[config.mk]
export PLATFORM = sky130hd
export DESIGN_NAME = vram_arbiter_flat
export DESIGN_NICKNAME = d
export VERILOG_FILES = /design/src/rtl/vram_arbiter_if.sv /design/src/rtl/vram_arbiter.sv /design/src/flat_wrapper.sv
export SDC_FILE = /design/constraint.sdc
export NUM_CORES = 1
export LEC_CHECK = 0
export BUFFER_PORTS_ARGS = -buffer_cell sky130_fd_sc_hd__buf_2
export CORE_UTILIZATION = 41
export DETAILED_ROUTE_END_ITERATION = 8
export PLACE_DENSITY = 0.83
export SLEW_MARGIN = 20
export SYNTH_ARGS = -nofsm -noshare
export SYNTH_HDL_FRONTEND = slang
export SYNTH_SLANG_ARGS = --single-unit
[constraint.sdc]
create_clock -name clk -period 1.8 [get_ports clk]
set_input_delay 0 -clock clk [delete_from_list [all_inputs] [get_ports clk]]
set_output_delay 0 -clock clk [all_outputs]
set_load 0.03 [all_outputs]
[src/rtl/vram_arbiter_if.sv]
// rtl/vram_arbiter_if.sv - background, CPU and VRAM-side signal bundle for vram_arbiter
interface vram_arbiter_if #(
  parameter int ADDR_W = 16,
  parameter int DATA_W = 8
);
  logic              bgReq;
  logic [ADDR_W-1:0] bgAddr;
  logic [DATA_W-1:0] bgData;
  logic              bgDataValid;
  logic              cpuReq;
  logic              cpuWe;
  logic [ADDR_W-1:0] cpuAddr;
  logic [DATA_W-1:0] cpuWData;
  logic              cpuAck;
  logic [DATA_W-1:0] cpuRData;
  logic [ADDR_W-1:0] memAddr;
  logic              memWe;
  logic [DATA_W-1:0] memWData;
  logic [DATA_W-1:0] memRData;

  modport master (
    output bgReq, bgAddr, cpuReq, cpuWe, cpuAddr, cpuWData, memRData,
    input  bgData, bgDataValid, cpuAck, cpuRData, memAddr, memWe, memWData
  );

  modport slave (
    input  bgReq, bgAddr, cpuReq, cpuWe, cpuAddr, cpuWData, memRData,
    output bgData, bgDataValid, cpuAck, cpuRData, memAddr, memWe, memWData
  );
endinterface

[src/rtl/vram_arbiter.sv]
// rtl/vram_arbiter.sv - single-port VRAM scheduler: background fetch first, CPU in idle slots
// Optional one-entry posted-write buffer enabled by VRAM_ARB_POSTED_WRITE_EN.
module vram_arbiter #(
  parameter int ADDR_W = 16,
  parameter int DATA_W = 8
) (
  input logic           clk,
  input logic           reset,
  vram_arbiter_if.slave bus
);
  typedef enum logic [1:0] {IDLE, WAIT, DONE} state_t;

  state_t            state;
  logic [ADDR_W-1:0] hold_addr;
  logic [DATA_W-1:0] hold_data;
  logic              hold_we;
  logic              ack_q;
  logic              bg_valid_q;
  logic              cpu_issue;

`ifdef VRAM_ARB_POSTED_WRITE_EN
  logic              buf_valid;
  logic [ADDR_W-1:0] buf_addr;
  logic [DATA_W-1:0] buf_data;
  logic              buf_drain;
  logic              post_write;

  assign buf_drain  = buf_valid && !bus.bgReq;
  // WAIT accesses stay behind a pending posted write so read-after-write order holds
  assign cpu_issue  = (state == WAIT) && !bus.bgReq && !buf_valid;
  assign post_write = bus.cpuWe && !buf_valid;
`else
  assign cpu_issue  = (state == WAIT) && !bus.bgReq;
`endif

  always_comb begin
    bus.memAddr  = hold_addr;
    bus.memWe    = 1'b0;
    bus.memWData = hold_data;
    if (bus.bgReq) begin
      bus.memAddr = bus.bgAddr;
`ifdef VRAM_ARB_POSTED_WRITE_EN
    end else if (buf_valid) begin
      bus.memAddr  = buf_addr;
      bus.memWe    = 1'b1;
      bus.memWData = buf_data;
`endif
    end else if (cpu_issue) begin
      bus.memWe = hold_we;
    end
  end

  always_ff @(posedge clk or posedge reset) begin
    if (reset) begin
      state      <= IDLE;
      hold_addr  <= '0;
      hold_data  <= '0;
      hold_we    <= 1'b0;
      ack_q      <= 1'b0;
      bg_valid_q <= 1'b0;
`ifdef VRAM_ARB_POSTED_WRITE_EN
      buf_valid  <= 1'b0;
      buf_addr   <= '0;
      buf_data   <= '0;
`endif
    end else begin
      bg_valid_q <= bus.bgReq;
      ack_q      <= 1'b0;
`ifdef VRAM_ARB_POSTED_WRITE_EN
      if (buf_drain) buf_valid <= 1'b0;
`endif
      case (state)
        IDLE: begin
          if (bus.cpuReq) begin
            hold_addr <= bus.cpuAddr;
            hold_data <= bus.cpuWData;
            hold_we   <= bus.cpuWe;
`ifdef VRAM_ARB_POSTED_WRITE_EN
            if (post_write) begin
              buf_valid <= 1'b1;
              buf_addr  <= bus.cpuAddr;
              buf_data  <= bus.cpuWData;
              state     <= DONE;
              ack_q     <= 1'b1;
            end else begin
              state <= WAIT;
            end
`else
            state <= WAIT;
`endif
          end
        end
        WAIT: begin
          if (cpu_issue) begin
            state <= DONE;
            ack_q <= 1'b1;
          end
        end
        DONE:    state <= IDLE;
        default: state <= IDLE;
      endcase
    end
  end

  assign bus.bgData      = bus.memRData;
  assign bus.bgDataValid = bg_valid_q;
  assign bus.cpuAck      = ack_q;
  // writes return zero; read data arrives from VRAM exactly in the ack cycle
  assign bus.cpuRData    = (ack_q && !hold_we) ? bus.memRData : '0;
endmodule

[src/flat_wrapper.sv]
// flat-port wrapper written by rule: the top's interface ports become plain ports
module vram_arbiter_flat 
#(
  parameter int ADDR_W = 16,
  parameter int DATA_W = 8
)
  (clk, reset, bus_bgReq, bus_bgAddr, bus_cpuReq, bus_cpuWe, bus_cpuAddr, bus_cpuWData, bus_memRData, bus_bgData, bus_bgDataValid, bus_cpuAck, bus_cpuRData, bus_memAddr, bus_memWe, bus_memWData);
  vram_arbiter_if #(.ADDR_W(ADDR_W), .DATA_W(DATA_W)) bus_i ();
  input logic clk;
  input logic reset;
  input wire logic [$bits(bus_i.bgReq)-1:0] bus_bgReq;
  input wire logic [$bits(bus_i.bgAddr)-1:0] bus_bgAddr;
  input wire logic [$bits(bus_i.cpuReq)-1:0] bus_cpuReq;
  input wire logic [$bits(bus_i.cpuWe)-1:0] bus_cpuWe;
  input wire logic [$bits(bus_i.cpuAddr)-1:0] bus_cpuAddr;
  input wire logic [$bits(bus_i.cpuWData)-1:0] bus_cpuWData;
  input wire logic [$bits(bus_i.memRData)-1:0] bus_memRData;
  output wire logic [$bits(bus_i.bgData)-1:0] bus_bgData;
  output wire logic [$bits(bus_i.bgDataValid)-1:0] bus_bgDataValid;
  output wire logic [$bits(bus_i.cpuAck)-1:0] bus_cpuAck;
  output wire logic [$bits(bus_i.cpuRData)-1:0] bus_cpuRData;
  output wire logic [$bits(bus_i.memAddr)-1:0] bus_memAddr;
  output wire logic [$bits(bus_i.memWe)-1:0] bus_memWe;
  output wire logic [$bits(bus_i.memWData)-1:0] bus_memWData;
  assign bus_i.bgReq = bus_bgReq;
  assign bus_i.bgAddr = bus_bgAddr;
  assign bus_i.cpuReq = bus_cpuReq;
  assign bus_i.cpuWe = bus_cpuWe;
  assign bus_i.cpuAddr = bus_cpuAddr;
  assign bus_i.cpuWData = bus_cpuWData;
  assign bus_i.memRData = bus_memRData;
  assign bus_bgData = bus_i.bgData;
  assign bus_bgDataValid = bus_i.bgDataValid;
  assign bus_cpuAck = bus_i.cpuAck;
  assign bus_cpuRData = bus_i.cpuRData;
  assign bus_memAddr = bus_i.memAddr;
  assign bus_memWe = bus_i.memWe;
  assign bus_memWData = bus_i.memWData;
  vram_arbiter #(.ADDR_W(ADDR_W), .DATA_W(DATA_W)) u_core (.clk(clk), .reset(reset), .bus(bus_i));
endmodule
==> results.py <==
metrics = {
    "job": {
        "cap_violations": 0,
    },
    "setup_path": {
        "cp-start-kind": "flip-flop",
        "criticalPathCategory": "flip-flop to output port",
        "crit_required_ps": 1800,
        "crit_arrival_ps": 1380,
        "path_cells": "nor2b_1, and2_1, buf_2",
        "cp-end-kind": "output port",
        "max_stage_delay_ps": 390,
        "cpMaxStageDelayCell": "dfrtp_1",
        "critPathMaxFanout": 8,
    },
    "detailed_routing": {
        "drt.antenna.violating_nets": 0,
        "vias": 1184,
        "drt_iter0_markers": 14,
        "firstDrtPassIters": 4,
        "drt_wl_total_mm": 3.424,
        "viasPerCell": 4.519,
        "drcViolationCount": 0,
        "wl_met3_um": 183,
        "top_layer": "met4",
        "wl_met1_mm": 1.312,
        "wl_per_cell_um": 13.07,
        "wl_met2_mm": 1.880,
    },
    "timing": {
        "final_max_slew_viol_count": 0,
        "worst_pin_slew_ps": 449.4,
        "tns_ps": 0,
        "setup_violations": 0,
        "period_share_pct": 76.91,
        "hold_viol_final": 0,
        "finClkSkew_ps": 11.35,
        "rsz0062_at_grt": "no",
        "slew_headroom_pct": 70.04,
        "period_minus_slack_ps": 1384,
        "fmax_mhz": 722.3,
    },
    "synth": {
        "synth_compound_area_share_pct": 0,
        "ys.warnings.count": 0,
        "synthMuxAreaShare_pct": 33.84,
        "syn_nets": 151,
        "avgSynthCellArea_sq_um": 14.22,
        "ys_ff_latch": 29,
        "postSynthCellCount": 98,
        "synthAdderAreaFrac_pct": 0,
        "synth-simple-area-share_pct": 7.181,
        "ys_seq_area_share_pct": 52.06,
        "synth_area_sq_mm": 0.001394,
        "synth_top_family_by_area": "multiplexers",
        "synthXorXnorAreaFrac_pct": 0,
        "synth_cell_types": 13,
    },
    "min_path": {
        "hp-class": "primary input to flip-flop",
    },
    "final_layout": {
        "nNetsFinal": 270,
        "fill_cells": 228,
        "postLayoutCoreUtil_pct": 70.32,
        "num_antenna_cells": 0,
        "layout_commonest_cell": "buf_2",
        "final_area_sq_mm": 0.002200,
        "mostFrequentLayoutCells": "buf_2, mux2_2, dfrtp_1",
        "areaGrowthSynthToFinish_pct": 57.81,
        "seq_area_sq_um": 725.7,
        "multi_input_area_sq_um": 571.8,
        "drive_gt1_share_pct": 66.97,
    },
    "cts": {
        "postCtsSetupBuffers": 0,
        "cts_root_buf": "clkbuf_4",
        "cts_buffers": 5,
        "clk_pin_slew_worst_paths_ps": 90,
        "insertion_delay_ps": 320,
        "cts.path.max_buffers": 2,
        "clkSinkCount": 29,
        "cts_resized": 0,
        "cts_tree": "yes",
        "htree_levels": 2,
    },
    "power_and_ir_drop": {
        "switching_share_pct": 35.89,
        "p_per_area_mw_per_mm2": 1023,
        "seqPwrFrac_pct": 40.6,
        "p_comb_share_pct": 39.5,
        "ir_drop_mv": 0.7517,
        "pwr-share-clk_pct": 19.9,
        "leakage_uw": 0.001104,
        "p_switching_uw": 807.5,
        "p_int_uw": 1442,
    },
    "placed_design": {
        "io_buffer_count": 95,
        "gp_congestion": 0.6781,
        "postPlaceCellArea_sq_mm": 0.001859,
        "hpwl_mm": 2.274,
    },
    "floorplanning": {
        "core-area_sq_mm": 0.003128,
        "io_pins": 96,
        "start_util_pct": 44.56,
        "die_h_um": 60.31,
        "row_count": 20,
        "die_width_um": 60.31,
        "die_area_sq_mm": 0.003637,
    },
    "run_status": {
        "status": "complete, no violations",
    },
    "grt": {
        "grt-ovfl-total": 0,
        "grt_max_degree": 30,
        "grt_usage_pct": 20.89,
        "grt_pass1_vias": 1219,
        "grt_antenna_before_repair": 0,
        "grt_pass1_wl_mm": 5.416,
    },
}
-- synth_stat cells, drive strengths merged --
master	count	area (sq um)
and2	9	56.30
buf	12	92.59
dfrtp	29	725.7
inv	1	3.750
mux2	41	461.7
mux2i	1	10.01
nor2	1	3.750
nor2b	1	6.260
nor3b	3	33.78
-- state kept, by name (all words and copies together), names as in the netlist --
register and flops:
u_core.hold_addr 16, u_core.bus.memWData 8, u_core.state 2, u_core.bus.bgDataValid 1
u_core.bus.cpuAck 1, u_core.hold_we 1
-- timing repair --
action / CTS / global route
hold buffers: 27 / 0
endpoints found under the setup margin: 0 / 0
endpoints found under the hold margin: 55 / 0
-- cells by family after synthesis --
family / Yosys count
and+or+nand+nor: 14
muxes: 42
DFF: 29
buffers and inverters: 13
-- power by group through the flow --
stage	clock, uW	combinational [uW]	sequential, uW
6_report	448	888	914
5_1_grt	493	948	940
4_1_cts	458	890	919
3_5_place_dp	0	845	929
3_3_place_gp	0	823	916
2_1_floorplan	0	516	1010
-- worst max-delay path, delay by kind of cell (launching register included) --
family                 cells  cell delay, ps
buffers and inverters      1             190
DFF                        1             390
and+or+nand+nor            2             480
-- path summary, 6_finish.rpt --
check | to | cells past startpoint | slack, ps | startpoint
setup / recovery | bus_cpuRData[2] | 3 | 420 | u_core.hold_we
hold / removal | u_core.bus.bgDataValid | 1 | 30 | bus_bgReq
setup reg to reg | u_core.bus.memWData[2] | 3 | 440 | u_core.state[1]
hold reg to reg | u_core.hold_addr[6] | 1 | 510 | u_core.hold_addr[6]
max in group asynchronous | u_core.hold_addr[9] | 4 | 1240 | reset
min in group asynchronous | u_core.hold_addr[14] | 4 | 290 | reset
-- routing by layer --
metal	up-vias	track usage [%]
li1	572	-
met1	562	22.56
met2	45	37.99
met3	5	6.926
met4	0	6.977
met5	-	0
-- stage by stage --
stage / hold slack (ps) / total power (uW) / setup slack (ps) / cells
finish: 31.65 / 2250 / 415.6 / 262
detailed placement: 83.67 / 1774 / 443.1 / 227
floorplan: 31.43 / 1530 / 407.4 / 98
global route: 23.41 / 2381 / 269.7 / 262
global placement: 77.43 / 1740 / 484.3 / 227
CTS: 16.88 / 2268 / 389.7 / 262
-- final cells by class --
type	count	share of cell area [%]
Timing Repair Buffer	124	35.15
Clock buffer	7	2.958
Clock inverter	1	0.2275
Tap cell	44	2.503
Sequential cell	29	32.99
Inverter	1	0.1706
Multi-Input combinational cell	56	26.00
Power figures use the tool's default switching activity.
